**config.mk**
```make
export PLATFORM = sky130hd
export DESIGN_NAME = sad_result_reporter
export DESIGN_NICKNAME = d
export VERILOG_FILES = /design/src/rtl/sad_report_pkg.sv /design/src/rtl/sad_report_fifo.sv /design/src/rtl/sad_result_reporter.sv
export SDC_FILE = /design/constraint.sdc
export NUM_CORES = 1
export LEC_CHECK = 0
export ABC_AREA = 1
export BUFFER_PORTS_ARGS = -buffer_cell sky130_fd_sc_hd__buf_2
export CORE_MARGIN = 3
export CORE_UTILIZATION = 36
export CTS_CLUSTER_SIZE = 30
export DETAILED_ROUTE_END_ITERATION = 12
export PLACE_DENSITY_LB_ADDON = 0.08
export SLEW_MARGIN = 15
export SYNTH_ARGS = -nofsm -noshare
export SYNTH_HDL_FRONTEND = slang
export SYNTH_SLANG_ARGS = --single-unit
```
**constraint.sdc**
```tcl
create_clock -name Clk -period 12.6 [get_ports Clk]
set_input_delay 3.78 -clock Clk [delete_from_list [all_inputs] [get_ports Clk]]
set_output_delay 3.78 -clock Clk [all_outputs]
set_load 0.01 [all_outputs]
```
**src/rtl/sad_report_pkg.sv**
```systemverilog
// Shared constants, transmitter state encoding and byte-extraction helper
// for the SAD result reporter.
package sad_report_pkg;

  localparam int TRIPLE_W    = 96;
  localparam int FRAME_BYTES = 13;
  localparam int DATA_BYTES  = FRAME_BYTES - 1;

  localparam logic [7:0] HDR_BYTE = 8'hA5;

  typedef logic [TRIPLE_W-1:0] triple_t;

  typedef enum logic [1:0] {
    ST_IDLE = 2'd0,
    ST_HDR  = 2'd1,
    ST_DATA = 2'd2
  } tx_state_t;

  // Byte idx of the {X,Y,FINALSAD} triple, idx 0 being the X most-significant byte.
  function automatic logic [7:0] triple_byte(input triple_t t, input logic [3:0] idx);
    triple_t sh;
    sh = t >> (7'd88 - {idx, 3'b000});
    return sh[7:0];
  endfunction

endpackage

```
**src/rtl/sad_report_fifo.sv**
```systemverilog
// Small synchronous FIFO with full/empty flags; a push and a pop on the same
// edge both succeed even when full.
module sad_report_fifo #(
  parameter int DEPTH = 4,
  parameter int WIDTH = 96
) (
  input  logic             clk,
  input  logic             rst_n,
  input  logic             push,
  input  logic             pop,
  input  logic [WIDTH-1:0] wdata,
  output logic [WIDTH-1:0] rdata,
  output logic             full,
  output logic             empty
);

  localparam int AW = $clog2(DEPTH);
  localparam logic [AW:0] PTR_ONE = 1;

  logic [AW:0]      wr_ptr_q, wr_ptr_d;
  logic [AW:0]      rd_ptr_q, rd_ptr_d;
  logic [WIDTH-1:0] mem_q [DEPTH];
  logic             do_push;
  logic             do_pop;

  // Extra pointer MSB distinguishes full from empty when the indices match.
  always_comb begin
    empty    = (wr_ptr_q == rd_ptr_q);
    full     = (wr_ptr_q[AW] != rd_ptr_q[AW]) &&
               (wr_ptr_q[AW-1:0] == rd_ptr_q[AW-1:0]);
    do_pop   = pop && !empty;
    do_push  = push && (!full || do_pop);
    wr_ptr_d = do_push ? wr_ptr_q + PTR_ONE : wr_ptr_q;
    rd_ptr_d = do_pop  ? rd_ptr_q + PTR_ONE : rd_ptr_q;
    rdata    = mem_q[rd_ptr_q[AW-1:0]];
  end

  always_ff @(posedge clk or negedge rst_n) begin
    if (!rst_n) begin
      wr_ptr_q <= '0;
      rd_ptr_q <= '0;
    end else begin
      wr_ptr_q <= wr_ptr_d;
      rd_ptr_q <= rd_ptr_d;
    end
  end

  always_ff @(posedge clk) begin
    if (do_push) begin
      mem_q[wr_ptr_q[AW-1:0]] <= wdata;
    end
  end

endmodule

```
**src/rtl/sad_result_reporter.sv**
```systemverilog
// Debounces the processor's {X,Y,FINALSAD} result, buffers each new stable
// triple and streams it out as a 13-byte frame (0xA5 header, then MSB first).
module sad_result_reporter
  import sad_report_pkg::*;
#(
  parameter int STABLE_CYCLES = 4,
  parameter int FIFO_DEPTH    = 4
) (
  input  logic        Clk,
  input  logic        Reset,
  input  logic [31:0] X,
  input  logic [31:0] Y,
  input  logic [31:0] FINALSAD,
  input  logic        ByteReady,
  output logic [7:0]  ByteOut,
  output logic        ByteValid,
  output logic        Overflow,
  output logic [7:0]  ResultCount
);

  localparam logic [3:0] STABLE   = 4'(STABLE_CYCLES);
  localparam logic [3:0] LAST_IDX = 4'(DATA_BYTES - 1);

  triple_t    sample_q, sample_d;
  logic [3:0] stab_cnt_q, stab_cnt_d;
  triple_t    last_q, last_d;
  logic       overflow_q, overflow_d;
  logic [7:0] count_q, count_d;
  tx_state_t  state_q, state_d;
  logic [3:0] idx_q, idx_d;
  triple_t    frame_q, frame_d;

  logic    commit;
  logic    push;
  logic    pop;
  logic    fifo_full;
  logic    fifo_empty;
  triple_t fifo_head;

  // A commit fires once per stable run, on the edge the counter first saturates.
  always_comb begin
    sample_d = {X, Y, FINALSAD};
    if (sample_d != sample_q) begin
      stab_cnt_d = 4'd1;
    end else if (stab_cnt_q < STABLE) begin
      stab_cnt_d = stab_cnt_q + 4'd1;
    end else begin
      stab_cnt_d = stab_cnt_q;
    end
    commit     = (stab_cnt_d == STABLE) && (stab_cnt_q != STABLE) &&
                 (sample_d != last_q);
    last_d     = commit ? sample_d : last_q;
    push       = commit && (!fifo_full || pop);
    overflow_d = overflow_q | (commit & ~push);
    count_d    = push ? count_q + 8'd1 : count_q;
  end

  sad_report_fifo #(
    .DEPTH(FIFO_DEPTH),
    .WIDTH(TRIPLE_W)
  ) u_fifo (
    .clk  (Clk),
    .rst_n(Reset),
    .push (push),
    .pop  (pop),
    .wdata(sample_d),
    .rdata(fifo_head),
    .full (fifo_full),
    .empty(fifo_empty)
  );

  // Handshake: ByteOut/ByteValid hold steady until an edge with
  // ByteValid && ByteReady, which consumes the byte and advances the frame.
  always_comb begin
    state_d   = state_q;
    idx_d     = idx_q;
    frame_d   = frame_q;
    pop       = 1'b0;
    ByteOut   = 8'h00;
    ByteValid = 1'b0;
    case (state_q)
      ST_IDLE: begin
        if (!fifo_empty) begin
          state_d = ST_HDR;
          frame_d = fifo_head;
          idx_d   = 4'd0;
        end
      end
      ST_HDR: begin
        ByteValid = 1'b1;
        ByteOut   = HDR_BYTE;
        if (ByteReady) begin
          state_d = ST_DATA;
          idx_d   = 4'd0;
        end
      end
      ST_DATA: begin
        ByteValid = 1'b1;
        ByteOut   = triple_byte(frame_q, idx_q);
        if (ByteReady) begin
          if (idx_q == LAST_IDX) begin
            pop     = 1'b1;
            state_d = ST_IDLE;
          end else begin
            idx_d = idx_q + 4'd1;
          end
        end
      end
      default: begin
        state_d = ST_IDLE;
      end
    endcase
  end

  always_ff @(posedge Clk or negedge Reset) begin
    if (!Reset) begin
      sample_q   <= '0;
      stab_cnt_q <= '0;
      last_q     <= '0;
      overflow_q <= 1'b0;
      count_q    <= '0;
      state_q    <= ST_IDLE;
      idx_q      <= '0;
      frame_q    <= '0;
    end else begin
      sample_q   <= sample_d;
      stab_cnt_q <= stab_cnt_d;
      last_q     <= last_d;
      overflow_q <= overflow_d;
      count_q    <= count_d;
      state_q    <= state_d;
      idx_q      <= idx_d;
      frame_q    <= frame_d;
    end
  end

  assign Overflow    = overflow_q;
  assign ResultCount = count_q;

endmodule
```
==> metrics <==
M1 WL 39000 µm; WP data arrival 8.72 ns; R2R Path Start sample_q[16]; reg2reg path depth 13; crit start category input pin; Synth cell types 35; Vias/cell 5.02; root buffer cell clkbuf_16; Top Ports 117; Top Metal Used met5; NetSw 1.53 mW; Seq cells post-synth 697; DIE AREA 83500 µm²; vias in the first global route 18512; Wirelength per Cell 22.5 µm; hold_sp Overflow; Mapped Cells 2544; worst skew pair latency 0.62 ns; clock-pin slew on the worst setup and hold paths 0.06 ns; max cap viols 0; gpl congestion 0.820; R2R Path End u_fifo.mem_q[0][49]; met2 wire len 40500 µm; Worst VDD drop 0.0916 mV; Port-buffer cells 116; CTS H-tree lvls 3; Static Leak 13.1 nW; largest net degree at the start of global routing 131; Pint 4.27 mW; clock buffer depth 3; HP Class reg2reg; Slowest-stage cell, CP nor2_4; WS Path Type in2reg; Hold Path End Overflow; YS warnings 0; initial core utilization 36.4%; postcts setup bufs 0; Detailed Place HPWL 51700 µm; Sequential Power Share 47.0%; Gate power share 14.0%; Max-slew headroom 25.8%; Mean Syn Cell Area 11.3 µm²; Layout Cells excl Fill 3764; Tot GR Track Use 20.3%; Worst setup EP type flip-flop; switch share 26.4%; R2R setup slack 7.06 ns; cts hold-fix bufs 0; share of post-route cells with drive strength above 1 13.8%; Die Height 289 µm; CTS sink cnt 697; met3 WL 3780 µm; Via Count 18910; CTS tree done; outcome complete, no violations; final setup TNS 0 ns; Post-Route WL 84800 µm; First-pass DRT Iterations 6; skew final 0.0237 ns; DR iter-0 viols 1365; Finish-stage setup viols 0; Reg area 19400 µm²; CTS Buf Count 78; row count 103; synthesized net count 2658; Die X 289 µm; Fill cells 7583; Power Dens Cells 176 nW/µm²; GRT overflow 0; CP required 12.83 ns; sequential area share after synthesis 67.2%; nets 2763; final hold vios 0; CP peak stage delay 0.78 ns; RSZ-0062 raised after global routing no; mapped cell area 28800 µm²; first-pass GRT wire length 125000 µm; crit-path cells buf_2, xnor2_1, nand2_1, nor2_1, nand2_1, nor2_1, nand2_1, nor2_1, nand3_1, nor2_4, buf_4, nand3_2, nor2_4, buf_4; initial antenna violation count 5; crit share post-route 67.3%; Clk pwr share 39.0%; Slew Viols, Final 0; minimum clock period 8.48 ns; dpl cells 3619; most frequent cells in the layout nand2_1 (442), edfxtp_1 (384), nor2_1 (354), dfrtp_1 (311), o21ai_0 (254); Hold Crit Depth 1; DRC 0; Core Box Area 79100 µm²; area of the multi-input gates 8350 µm²; Layout area overhead 14.4%; post_cts resized 0; Fmax 118 MHz; number of routed nets with antenna violations 0; Least-Margin Pin Slew 1.11 ns; commonest non-fill, non-tap cell in the layout nand2_1; crit-path max FO 40
## worst max-delay path: cells and delay by family
kind	cells	cell delay [ns]
xor gates and xnor gates	1	0.32
buffers and inverters	3	1.37
and+or+nand+nor	10	3.16
## synth_stat cells
cell,n,area share [%]
nand2_1,443,5.8
edfxtp_1,384,40
nor2_1,357,4.7
dfrtp_1,313,27
o21ai_0,254,4.4
inv_1,147,1.9
o22ai_1,107,2.3
mux2_2,96,3.8
clkbuf_1,84,1.1
xnor2_1,72,2.2
xor2_1,60,1.8
nand3_1,53,0.92
o21ai_1,51,0.89
inv_2,20,0.26
ha_1,15,0.65
nand4_1,14,0.30
o221ai_1,14,0.43
buf_2,10,0.17
a21oi_1,7,0.12
buf_4,7,0.18
buf_6,7,0.27
a211oi_1,5,0.13
buf_1,5,0.065
a31oi_1,4,0.087
clkinv_1,2,0.026
nor2_4,2,0.078
o211ai_1,2,0.052
o21ai_2,2,0.061
nand2_2,1,0.022
nand3_2,1,0.035
nand3b_1,1,0.026
nor3b_1,1,0.026
nor4_1,1,0.022
o21bai_1,1,0.026
o31ai_1,1,0.026
## worst max path at each step
stage	from	end	slack, ns	depth (start not counted)
after global placement	FINALSAD[16]	u_fifo.mem_q[3][21]	3.40	14
final	FINALSAD[16]	u_fifo.mem_q[0][49]	4.12	14
after detailed placement	FINALSAD[16]	u_fifo.mem_q[0][32]	3.42	14
after CTS	FINALSAD[16]	u_fifo.mem_q[0][46]	4.07	14
after global routing	FINALSAD[16]	u_fifo.mem_q[3][94]	3.87	14
after floorplan	FINALSAD[14]	u_fifo.mem_q[0][0]	3.14	13
## cell type report
| class | instances | area share, % |
|---|---|---|
| Sequential cell | 697 | 58.8 |
| Clock buffer | 123 | 6.93 |
| Clock inverter | 21 | 0.725 |
| Inverter | 169 | 1.95 |
| Timing Repair Buffer | 138 | 2.33 |
| Tap cell | 1050 | 3.98 |
| Antenna cell | 1 | 0.00759 |
| Multi-Input combinational cell | 1565 | 25.3 |
## cells by family (layout without fill, tap and decap cells)
| logic type | Yosys count | in the layout | share of synthesized area (%) |
|---|---|---|---|
| mux | 96 | 96 | 3.75 |
| flops | 697 | 697 | 67.2 |
| compound gates | 448 | 448 | 8.55 |
| buf+inv | 282 | 451 | 3.99 |
| simple gates | 874 | 874 | 11.9 |
| fa+ha+maj | 15 | 15 | 0.651 |
| other cells | 0 | 1 | 0 |
| xor+xnor | 132 | 132 | 4.01 |
## flip-flops by register name (all words and copies together) (netlist names)
| name | cells |
|---|---|
| u_fifo.mem_q | 384 |
| frame_q | 96 |
| last_q | 96 |
| sample_q | 96 |
| ResultCount | 8 |
| idx_q | 4 |
| stab_cnt_q | 4 |
| u_fifo.rd_ptr_q | 3 |
| u_fifo.wr_ptr_q | 3 |
| state_q | 2 |
| Overflow | 1 |
## metrics by stage
stage          power, mW  area [µm²]  utilization [%]  hold slack, ns  worst slack (ns)
2_1_floorplan       3.21       28800                -           0.461              3.14
3_3_place_gp        3.57       30400             38.5           0.460              3.40
3_5_place_dp        3.58       30400             38.5           0.468              3.42
4_1_cts             5.86       33000             41.7           0.485              4.07
5_1_grt             6.04       33000             41.7           0.497              3.87
6_report            5.80       33000             41.7           0.481              4.12
## power groups by stage
| stage | logic (mW) | registers, mW | clock network [mW] |
|---|---|---|---|
| 4_1_cts | 0.814 | 2.72 | 2.32 |
| 2_1_floorplan | 0.507 | 2.70 | 0 |
| 3_3_place_gp | 0.805 | 2.76 | 0 |
| 3_5_place_dp | 0.808 | 2.77 | 0 |
| 6_report | 0.811 | 2.73 | 2.26 |
| 5_1_grt | 0.877 | 2.74 | 2.42 |
## per-layer routing
| layer | vias up | global-route usage (%) |
|---|---|---|
| met5 | - | 0 |
| met4 | 6 | 4.94 |
| met3 | 96 | 3.12 |
| met2 | 408 | 33.5 |
| met1 | 9532 | 28.4 |
| li1 | 8868 | - |
(Power assumes the default switching activity.)
